File: src/rtl/riscv_pkg.sv
// riscv_pkg: shared encodings for the multi-cycle RV32I core.
//   - major opcode constants
//   - funct3 codes for loads, stores, branches and the ALU
//   - core FSM state enum
package riscv_pkg;

  localparam logic [6:0] OPC_OP     = 7'b0110011;
  localparam logic [6:0] OPC_OP_IMM = 7'b0010011;
  localparam logic [6:0] OPC_LOAD   = 7'b0000011;
  localparam logic [6:0] OPC_STORE  = 7'b0100011;
  localparam logic [6:0] OPC_BRANCH = 7'b1100011;
  localparam logic [6:0] OPC_JAL    = 7'b1101111;
  localparam logic [6:0] OPC_JALR   = 7'b1100111;
  localparam logic [6:0] OPC_LUI    = 7'b0110111;
  localparam logic [6:0] OPC_AUIPC  = 7'b0010111;

  localparam logic [2:0] F3_LB  = 3'b000;
  localparam logic [2:0] F3_LH  = 3'b001;
  localparam logic [2:0] F3_LW  = 3'b010;
  localparam logic [2:0] F3_LBU = 3'b100;
  localparam logic [2:0] F3_LHU = 3'b101;

  localparam logic [2:0] F3_SB = 3'b000;
  localparam logic [2:0] F3_SH = 3'b001;
  localparam logic [2:0] F3_SW = 3'b010;

  localparam logic [2:0] F3_BEQ  = 3'b000;
  localparam logic [2:0] F3_BNE  = 3'b001;
  localparam logic [2:0] F3_BLT  = 3'b100;
  localparam logic [2:0] F3_BGE  = 3'b101;
  localparam logic [2:0] F3_BLTU = 3'b110;
  localparam logic [2:0] F3_BGEU = 3'b111;

  localparam logic [2:0] ALU_ADD  = 3'b000;
  localparam logic [2:0] ALU_SLL  = 3'b001;
  localparam logic [2:0] ALU_SLT  = 3'b010;
  localparam logic [2:0] ALU_SLTU = 3'b011;
  localparam logic [2:0] ALU_XOR  = 3'b100;
  localparam logic [2:0] ALU_SR   = 3'b101;
  localparam logic [2:0] ALU_OR   = 3'b110;
  localparam logic [2:0] ALU_AND  = 3'b111;

  typedef enum logic [0:0] {
    EXEC    = 1'b0,
    LOAD_WB = 1'b1
  } state_e;

endpackage

File: src/rtl/riscv_alu.sv
// riscv_alu: combinational integer ALU shared by OP and OP-IMM.
// Ports:
//   a_i, b_i   operands (b_i is rs2 or the I-immediate)
//   funct3_i   operation select
//   alt_i      funct7 bit 5: SUB instead of ADD, SRA instead of SRL
//   result_o   32-bit result
module riscv_alu
  import riscv_pkg::*;
(
  input  logic [31:0] a_i,
  input  logic [31:0] b_i,
  input  logic [2:0]  funct3_i,
  input  logic        alt_i,
  output logic [31:0] result_o
);

  always_comb begin
    result_o = '0;
    case (funct3_i)
      ALU_ADD:  result_o = alt_i ? (a_i - b_i) : (a_i + b_i);
      ALU_SLL:  result_o = a_i << b_i[4:0];
      ALU_SLT:  result_o = {31'b0, ($signed(a_i) < $signed(b_i))};
      ALU_SLTU: result_o = {31'b0, (a_i < b_i)};
      ALU_XOR:  result_o = a_i ^ b_i;
      ALU_SR: begin
        // Kept as separate branches so the arithmetic shift stays signed.
        if (alt_i) result_o = $unsigned($signed(a_i) >>> b_i[4:0]);
        else       result_o = a_i >> b_i[4:0];
      end
      ALU_OR:   result_o = a_i | b_i;
      ALU_AND:  result_o = a_i & b_i;
      default:  result_o = '0;
    endcase
  end

endmodule

File: src/rtl/riscv_cpu.sv
// riscv_cpu: multi-cycle RV32I core. Loads take two clocks (EXEC, LOAD_WB),
// every other instruction completes in one EXEC clock.
// Ports:
//   clk, rst_n   clock, asynchronous active-low reset
//   inst_addr    byte address of current instruction (== pc)
//   inst_data    instruction word at inst_addr (combinational port)
//   data_addr    word address into data RAM (EA >> 2)
//   data_rd      RAM read word, valid one clock after data_addr
//   data_wr      store data replicated across byte lanes
//   data_wr_en   byte-lane write strobes
module riscv_cpu
  import riscv_pkg::*;
(
  input  logic        clk,
  input  logic        rst_n,
  output logic [31:0] inst_addr,
  input  logic [31:0] inst_data,
  output logic [31:0] data_addr,
  input  logic [31:0] data_rd,
  output logic [31:0] data_wr,
  output logic [3:0]  data_wr_en
);

  // Architectural state; names are fixed because benches reach them hierarchically.
  logic [31:0] pc;
  logic [31:0] xreg [0:31];

  state_e      state_q, state_d;
  logic [31:0] pc_d;

  // Load context captured in EXEC and consumed in LOAD_WB.
  logic [2:0]  ld_f3_q;
  logic [1:0]  ld_lane_q;
  logic [4:0]  ld_rd_q;
  logic [29:0] ld_addr_q;

  logic [6:0]  opcode, funct7;
  logic [4:0]  rd, rs1, rs2;
  logic [2:0]  funct3;
  logic [31:0] imm_i, imm_s, imm_b, imm_u, imm_j;
  logic [31:0] rs1_val, rs2_val;
  logic [31:0] ea_i, ea;
  logic [31:0] alu_b, alu_res;
  logic        alu_alt;
  logic        op_valid, opimm_valid, load_valid;
  logic        br_valid, br_taken;
  logic        rd_we, load_start;
  logic [4:0]  wr_idx;
  logic [31:0] rd_wdata;
  logic [3:0]  store_lanes;

  assign opcode = inst_data[6:0];
  assign rd     = inst_data[11:7];
  assign funct3 = inst_data[14:12];
  assign rs1    = inst_data[19:15];
  assign rs2    = inst_data[24:20];
  assign funct7 = inst_data[31:25];

  assign imm_i = {{20{inst_data[31]}}, inst_data[31:20]};
  assign imm_s = {{20{inst_data[31]}}, inst_data[31:25], inst_data[11:7]};
  assign imm_b = {{20{inst_data[31]}}, inst_data[7], inst_data[30:25], inst_data[11:8], 1'b0};
  assign imm_u = {inst_data[31:12], 12'b0};
  assign imm_j = {{12{inst_data[31]}}, inst_data[19:12], inst_data[20], inst_data[30:21], 1'b0};

  // x0 is gated here as well, so a forced xreg[0] can never leak into results.
  assign rs1_val = (rs1 == 5'd0) ? 32'd0 : xreg[rs1];
  assign rs2_val = (rs2 == 5'd0) ? 32'd0 : xreg[rs2];

  assign ea_i = rs1_val + imm_i;
  assign ea   = (opcode == OPC_STORE) ? (rs1_val + imm_s) : ea_i;

  // funct7 bit 5 only means SUB/SRA for OP, and for the OP-IMM shift-right;
  // for ADDI etc. that bit belongs to the immediate.
  assign alu_b   = (opcode == OPC_OP) ? rs2_val : imm_i;
  assign alu_alt = ((opcode == OPC_OP) || (funct3 == ALU_SR)) ? inst_data[30] : 1'b0;

  assign op_valid = (funct7 == 7'h00) ||
                    ((funct7 == 7'h20) && ((funct3 == ALU_ADD) || (funct3 == ALU_SR)));
  assign opimm_valid = (funct3 == ALU_SLL) ? (funct7 == 7'h00) :
                       (funct3 == ALU_SR)  ? ((funct7 == 7'h00) || (funct7 == 7'h20)) :
                       1'b1;
  assign load_valid = (funct3 == F3_LB) || (funct3 == F3_LH) || (funct3 == F3_LW) ||
                      (funct3 == F3_LBU) || (funct3 == F3_LHU);

  riscv_alu u_alu (
    .a_i      (rs1_val),
    .b_i      (alu_b),
    .funct3_i (funct3),
    .alt_i    (alu_alt),
    .result_o (alu_res)
  );

  function automatic logic [31:0] load_extract(input logic [31:0] word,
                                               input logic [2:0]  f3,
                                               input logic [1:0]  lane);
    logic [7:0]  b;
    logic [15:0] h;
    logic [31:0] r;
    case (lane)
      2'd0:    b = word[7:0];
      2'd1:    b = word[15:8];
      2'd2:    b = word[23:16];
      default: b = word[31:24];
    endcase
    h = lane[1] ? word[31:16] : word[15:0];
    case (f3)
      F3_LB:   r = {{24{b[7]}}, b};
      F3_LH:   r = {{16{h[15]}}, h};
      F3_LBU:  r = {24'b0, b};
      F3_LHU:  r = {16'b0, h};
      default: r = word;
    endcase
    return r;
  endfunction

  always_comb begin
    br_valid = 1'b1;
    br_taken = 1'b0;
    case (funct3)
      F3_BEQ:  br_taken = (rs1_val == rs2_val);
      F3_BNE:  br_taken = (rs1_val != rs2_val);
      F3_BLT:  br_taken = ($signed(rs1_val) < $signed(rs2_val));
      F3_BGE:  br_taken = ($signed(rs1_val) >= $signed(rs2_val));
      F3_BLTU: br_taken = (rs1_val < rs2_val);
      F3_BGEU: br_taken = (rs1_val >= rs2_val);
      default: br_valid = 1'b0;
    endcase
  end

  // Next-state / datapath control.
  always_comb begin
    state_d     = state_q;
    pc_d        = pc + 32'd4;
    rd_we       = 1'b0;
    rd_wdata    = '0;
    wr_idx      = rd;
    load_start  = 1'b0;
    store_lanes = '0;
    if (state_q == LOAD_WB) begin
      wr_idx   = ld_rd_q;
      rd_we    = 1'b1;
      rd_wdata = load_extract(data_rd, ld_f3_q, ld_lane_q);
      state_d  = EXEC;
    end else begin
      case (opcode)
        OPC_LUI: begin
          rd_we    = 1'b1;
          rd_wdata = imm_u;
        end
        OPC_AUIPC: begin
          rd_we    = 1'b1;
          rd_wdata = pc + imm_u;
        end
        OPC_JAL: begin
          rd_we    = 1'b1;
          rd_wdata = pc + 32'd4;
          pc_d     = pc + imm_j;
        end
        OPC_JALR: begin
          if (funct3 == 3'b000) begin
            rd_we    = 1'b1;
            rd_wdata = pc + 32'd4;
            pc_d     = {ea_i[31:1], 1'b0};
          end
        end
        OPC_BRANCH: begin
          if (br_valid && br_taken) pc_d = pc + imm_b;
        end
        OPC_LOAD: begin
          if (load_valid) begin
            load_start = 1'b1;
            pc_d       = pc;
            state_d    = LOAD_WB;
          end
        end
        OPC_STORE: begin
          case (funct3)
            F3_SB:   store_lanes = 4'b0001 << ea[1:0];
            F3_SH:   store_lanes = ea[1] ? 4'b1100 : 4'b0011;
            F3_SW:   store_lanes = 4'b1111;
            default: store_lanes = 4'b0000;
          endcase
        end
        OPC_OP_IMM: begin
          if (opimm_valid) begin
            rd_we    = 1'b1;
            rd_wdata = alu_res;
          end
        end
        OPC_OP: begin
          if (op_valid) begin
            rd_we    = 1'b1;
            rd_wdata = alu_res;
          end
        end
        default: ;
      endcase
    end
  end

  always_ff @(posedge clk or negedge rst_n) begin
    if (!rst_n) begin
      pc      <= '0;
      state_q <= EXEC;
      for (int i = 0; i < 32; i++) xreg[i] <= '0;
    end else begin
      pc      <= pc_d;
      state_q <= state_d;
      if (rd_we && (wr_idx != 5'd0)) xreg[wr_idx] <= rd_wdata;
    end
  end

  // Load context is pure data; it is only meaningful once load_start fired.
  always_ff @(posedge clk) begin
    if (load_start) begin
      ld_f3_q   <= funct3;
      ld_lane_q <= ea[1:0];
      ld_rd_q   <= rd;
      ld_addr_q <= ea[31:2];
    end
  end

  assign inst_addr = pc;
  assign data_addr = (state_q == LOAD_WB) ? {2'b00, ld_addr_q} : {2'b00, ea[31:2]};

  always_comb begin
    case (funct3)
      F3_SB:   data_wr = {4{rs2_val[7:0]}};
      F3_SH:   data_wr = {2{rs2_val[15:0]}};
      default: data_wr = rs2_val;
    endcase
  end

  // Strobes are suppressed while reset is held so a store sitting on the
  // instruction port cannot corrupt RAM.
  assign data_wr_en = rst_n ? store_lanes : 4'b0000;

endmodule

File: config.mk
export PLATFORM = sky130hd
export DESIGN_NAME = riscv_cpu
export DESIGN_NICKNAME = d
export VERILOG_FILES = /design/src/rtl/riscv_pkg.sv /design/src/rtl/riscv_alu.sv /design/src/rtl/riscv_cpu.sv
export SDC_FILE = /design/constraint.sdc
export NUM_CORES = 2
export LEC_CHECK = 0
export CAP_MARGIN = 20
export CELL_PAD_IN_SITES_DETAIL_PLACEMENT = 1
export CELL_PAD_IN_SITES_GLOBAL_PLACEMENT = 2
export CORE_MARGIN = 2
export CORE_UTILIZATION = 40
export CTS_CLUSTER_SIZE = 10
export DETAILED_ROUTE_END_ITERATION = 8
export PLACE_DENSITY_LB_ADDON = 0.1
export SLEW_MARGIN = 20
export SYNTH_ARGS = -nofsm -noshare
export SYNTH_HDL_FRONTEND = slang
export SYNTH_SLANG_ARGS = --single-unit
File: constraint.sdc
create_clock -name clk -period 20.7 [get_ports clk]
set_clock_uncertainty 0.15 [all_clocks]
set_input_delay 3.105 -clock clk [delete_from_list [all_inputs] [get_ports clk]]
set_output_delay 3.105 -clock clk [all_outputs]
set_load 0.05 [all_outputs]
### After elaboration in Yosys (flattened, before gate mapping)

Index checks and enable logic that the tools add are counted.

| operators by class | value |
|---|---|
| $add $sub $neg | 8 |
| magnitude comparators | 10 |
| equal/unequal tests | 25 |
| shift operators | 4 |
| muxes and demuxes | 50 |
| bitwise operators | 6 |
| reductions and logical operators | 21 |

Operators with widths:

| operator | number |
|---|---|
| 1024-bit bitwise mux | 1 |
| 32-bit two-way mux | 19 |
| 32-bit binary-select mux with 5-bit select | 2 |
| 32-bit case mux with 4 select lines | 2 |
| 32-bit case mux with 8 select lines | 1 |
| 32-bit adder | 6 |
| 32-bit case mux with 6 select lines | 1 |
| 32-bit demux with 5-bit select | 1 |
| 32-bit < comparator | 4 |
| 32-bit greater-or-equal comparator | 2 |
| 32-bit case mux with 2 select lines | 1 |
| 32-bit by 3-bit adder with 32-bit output, second input constant | 1 |
| 32-bit AND | 1 |
| 32-bit == test | 1 |
| 32-bit != test | 1 |
| 32-bit OR | 1 |
| 32-bit by 5-bit << shifter with 32-bit output | 1 |
| 32-bit by 5-bit >> shifter with 32-bit output | 1 |
| 32-bit by 5-bit >>> shifter with 32-bit output | 1 |
| 32-bit subtractor | 1 |
| 32-bit XOR | 1 |
| 30-bit two-way mux | 1 |
| 7-bit by 6-bit == test with 1-bit output, second input constant | 4 |
| 8-bit case mux with 3 select lines | 1 |
| 29 further kinds | 68 |

| word-level totals | value |
|---|---|
| bits in registers | 1097 |
| input port bits | 66 |
| output and inout bits | 100 |
| logic and storage cells | 162 |

### Depth between registers and ports, before layout

| logic depth | value |
|---|---|
| depth in word-level cells | 13 |
| gate-level depth with buffers | 30 |
| mapped depth without buffers | 21 |

### Modules after synthesis

A second synthesis with hierarchy kept.

| unflattened totals | value |
|---|---|
| cell total of the unflattened synthesis | 7489 |
| area total of the unflattened synthesis | 74572.8 um^2 |

Modules (own cells, without submodules):

| module | instances | cells an instance | area each (um^2) | seq. area each (um^2) |
|---|---|---|---|---|
| riscv_cpu | 1 | 6187 | 65955.8 | 27626.5 |
| riscv_alu | 1 | 1302 | 8617.0 | 0.0 |

### Least setup slack after synthesis

No wires, ideal clock.

| timing path | value |
|---|---|
| path kind | input to output |
| from | in inst_data[15] |
| to | out data_addr[26] |
| arrival time | 7.899 ns |
| required time | 17.445 ns |
| path slack | 9.546 ns |
| cell stages on the path | 27 |
| buffers on the path | 6 |
| cell sequence | buf_4 -> buf_6 -> buf_6 -> buf_4 -> buf_4 -> buf_4 -> mux2i_1 -> o221ai_1 -> a21oi_1 -> a211oi_1 -> nand2_1 -> inv_1 -> ha_1 -> inv_1 -> fa_1 -> nor2b_1 -> o21ai_0 -> a21oi_1 -> o21ai_0 -> nand2b_1 -> a2bb2oi_1 -> a21o_1 -> a21oi_1 -> o21ai_0 -> a41oi_1 -> xnor2_1 -> mux2_2 |

| between the ends | value |
|---|---|
| cells in the longest elaborated chain, start to end | 8 |
| elaborated cells between the ends (all ways) | 10 |
| classes of those cells | 2 x add/sub; 6 x mux; 1 x bitwise; 1 x reduce/logical |

Ends and longest elaborated chain:

| what | line | source |
|---|---|---|
| start: declaration | riscv_cpu.sv:17 | `input logic [31:0] inst_data,` |
| 5-bit NOT with 6-bit output (implied by the code) | riscv_cpu.sv:66 | `assign rs1_val = (rs1 == 5'd0) ? 32'd0 : xreg[rs1];` |
| 32-bit binary-select mux with 5-bit select | riscv_cpu.sv:66 |  |
| 32-bit two-way mux (implied by the code) (2 in a row) | riscv_cpu.sv:66 |  |
| 32-bit two-way mux * | riscv_cpu.sv:66 |  |
| 32-bit adder (on tied branches) | riscv_cpu.sv:69, riscv_cpu.sv:70 |  |
| 32-bit two-way mux * | riscv_cpu.sv:70 | `assign ea = (opcode == OPC_STORE) ? (rs1_val + imm_s) : ea_i;` |
| via ea[28] | riscv_cpu.sv:42 | `logic [31:0] ea_i, ea;` |
| 30-bit two-way mux * | riscv_cpu.sv:224 | `assign data_addr = (state_q == LOAD_WB) ? {2'b00, ld_addr_q} : {2'b00, ea[31:2]};` |
| end: declaration | riscv_cpu.sv:18 | `output logic [31:0] data_addr,` |

The timed path passes the listed nets; every way through them passes the cells marked *. The select of a mux whose other input is x is not followed.

### Worst setup path in the final report

| timing path | value |
|---|---|
| from | in inst_data[16] |
| to | out data_addr[26] |

Same word-level chain as after synthesis.

==> results.md <==
- Critical path's top delay family: buffers and inverters
- Initial DRT Pass Iterations: 6
- Worst reg-to-reg path cell count: 21
- Clock root buffer: clkbuf_16
- Max Freq: 69.6 MHz
- CTS resizes: 0
- Count leader, synth: nand2_1
- RSZ-0062 raised after global routing: no
- Clk_lat worst skew: 0.83 ns
- Relative slew slack: around 14%
- Worst-path clk slew: 0.06 ns
- Synth Warn #: 0
- Initial antenna violation count: 21
- Worst setup margin: 6.34 ns
- P&R area growth vs syn: 10.4%
- Final setup viols: 0
- Cell taking the most area after synthesis: dfrtp_1
- Startpoint Class: primary input
- WP data required: 17.44 ns
- First-pass GRT wire length: 539000 µm
- Core area: about 0.19 mm²
- RR Endpoint: xreg[447]
- Hold Crit Class: register to register
- Post-synth EDFFs: 40
- Die area: 0.193 mm²
- Yosys cell types: between 100 and 150
- WP buf/inv: 6
- Vias in the first global route: 71000
- Cells after synthesis: ~8400
- GRT Util Overall: roughly two fifths
- CP Launch Point: inst_data[16]
- Total Wirelength: 379000 µm
- Clock H-tree levels: 4
- Leading register cell type out of synthesis: dfrtp_1
- Layout cells sized above 1: 13.2%
- Kind of critical path: primary input to output pin
- WP depth: 20
- CTS Buf Count: between 100 and 150
- VDD IR max: 0.0716 mV
- Outcome: finished, final reports clean
- Cell Rows: 159
- Syn_area_per_cell: 9.05 µm²
- Post-DP HPWL: 257000 µm
- Tcrit/Tclk final: 69.4%
- Critical path's slowest cell: buf_4
- Pleak: 0.0351 µW
- Dpl ws: 6.43 ns
- Fin. Hold Viols: 0
- WL/cell: 35.4 µm
- Post-synthesis register bit count: ~1100
- Worst R2R Setup Slack: 12.62 ns
- Most frequent cell on the critical path: buf_4
- Sequential fraction of the synthesis area: 36.5%
- Filler cells: 21400
- Chip height: 439 µm
- Fin. max-slew vios: 0
- Tightest Pin Transition: 1.28 ns
- Pin count of the biggest net entering global routing: 83
- Initial Util: 40.3%
- Routability cong.: about 1.0
- Max-cap viol count: 0
- Reg-to-Reg Start: xreg[865]
- GRT overflow: 0
- Synth Cell Area: approximately 0.076 mm²
- Vias: roughly 70000
- Sink Count: ~1100
- CP Cell Sequence: buf_8, buf_4, buf_4, buf_4, mux4_2, a22o_1, a211oi_1, a211oi_2, buf_4, ha_1, o21ai_0, nand2b_1, a2bb2oi_1, a21o_1, a21oi_1, o21ai_0, a41oi_1, xnor2_1, mux2_2, clkdlybuf4s50_1
- Capture point of the worst path: data_addr[26]
- TritonCTS clock tree: done
- Clock tree buffer depth: 3
- CP arrival: 11.11 ns
- CTS Hold Bufs: 0
- # Post-CTS Setup Buffers: 0
- Buffers on Ports: around 160
- Min Tclk post-route: 14.36 ns
- DRC errors left: 0
- Vias per inst: 6.55
- Final net count: 8440
- I/O pin total: 166
- Chip width: 439 µm
- Setup TNS: 0 ns
- DRT antenna net count: 0
- Initial DRC count: 6851
- PwrDens: 73.3 mW/mm²
- Top cells by area, synth: dfrtp_1 (35%), mux4_2 (9.0%), o21ai_0 (7.5%)
- Commonest cells post-synth: nand2_1 (1305), o21ai_0 (1139), dfrtp_1 (1056)
- Crit path largest cell delay: 0.80 ns
- Setup crit end kind: output pin
- Crit-path max FO: 48
- Share of the synthesized area in the top cell type: 34.9%
- Async SR Flop Fraction: 96.4%
[worst min path at each step]
stage	startpoint	end	slack (ns)	cells past startpoint
floorplan	xreg[992]	xreg[992]	0.29	1
global placement	xreg[994]	xreg[994]	0.23	0
detailed placement	xreg[1018]	xreg[1018]	0.24	0
CTS	xreg[994]	xreg[994]	0.25	0
global route	xreg[1007]	xreg[1007]	0.26	0
finish	xreg[994]	xreg[994]	0.25	0
[metal layers]
metal  vias to the layer above  track usage, %  wire (µm)
li1                      30100               -          -
met1                     36300            51.1     159000
met2                      2867            59.9     168000
met3                       864            7.00      26800
met4                         2            22.3      25000
met5                         -               0         10
[power by group]
group          switching (µW)  total, µW  internal, µW
clock network            1000       2340          1330
logic                    1030       1510           476
registers                84.6       2280          2200
[worst reg2reg max path, cell delays in order (launching register included)]
cell and delay, ns:
dfrtp_1 0.42, mux4_4 0.60, mux2i_1 0.17, mux4_2 0.43, o31a_2 0.38, buf_4 0.69
inv_2 0.13, buf_4 0.36, ha_1 0.35, nor2_1 0.11, a221oi_1 0.12, a211oi_1 0.86
a211o_1 0.30, o21ai_0 0.27, o41ai_1 0.64, nor3_1 0.09, a2111oi_0 0.48, o21ai_0 0.19
a21o_1 0.27, a2bb2oi_4 0.17, buf_4 0.47, a21oi_1 0.24
[per-stage QoR]
| stage | instances | util, % | power [µW] | area [µm²] | hold WS [ns] |
|---|---|---|---|---|---|
| after floorplan | 8366 | - | 3190 | 75700 | 0.288 |
| after global placement | 10500 | 42.2 | 3770 | 79400 | 0.229 |
| after detailed placement | 10500 | 42.2 | 3780 | 79400 | 0.238 |
| after CTS | 10700 | 44.5 | 6120 | 83600 | 0.249 |
| after global routing | 10700 | 44.5 | 6320 | 83600 | 0.261 |
| final | 10700 | 44.5 | 6130 | 83600 | 0.252 |
[sequential cells by signal, indices dropped and copies added, names as in the netlist]
name	count
ld_f3_q	3
state_q	1
xreg	1024
ld_rd_q	5
inst_addr	31
ld_addr_q	30
ld_lane_q	2
[cell families (layout without fill, tap and decap cells)]
family	count (synthesis)	count (layout)	synth area share, %
AND/OR/NAND/NOR	2303	2303	12.9
multiplexers	909	909	17.6
buffers and inverters	918	771	5.45
other	1	5	0.00495
adder cells (fa/ha/maj)	227	227	3.82
flip-flops	1096	1096	36.5
XOR/XNOR	178	178	2.06
AO/OA/AOI/OAI	2732	2732	21.7
[placed cells by master (no fill, tap or decap), types with 146 or more instances in the layout]
master	count
dfrtp_1	1055
clkdlybuf4s50_1	148
nor2_1	455
o21ai_0	1121
nor3_1	164
mux4_2	301
a21oi_1	518
nand2_1	1273
buf_4	231
mux2_2	146
mux2i_1	446
o22ai_1	150
ha_1	220
inv_1	155
[layout make-up]
type / count / area (µm²) / area share (%)
antenna: 2 / 5.00 / 0.00599
clock buffer: 191 / 3870 / 4.63
clock inverter: 20 / 314 / 0.376
inverter: 164 / 616 / 0.736
multi-input combinational: 6352 / 44600 / 53.4
sequential: 1096 / 27600 / 33.0
tap: 2495 / 3120 / 3.73
timing repair buffer: 396 / 3440 / 4.11
(Power assumes the default switching activity.)
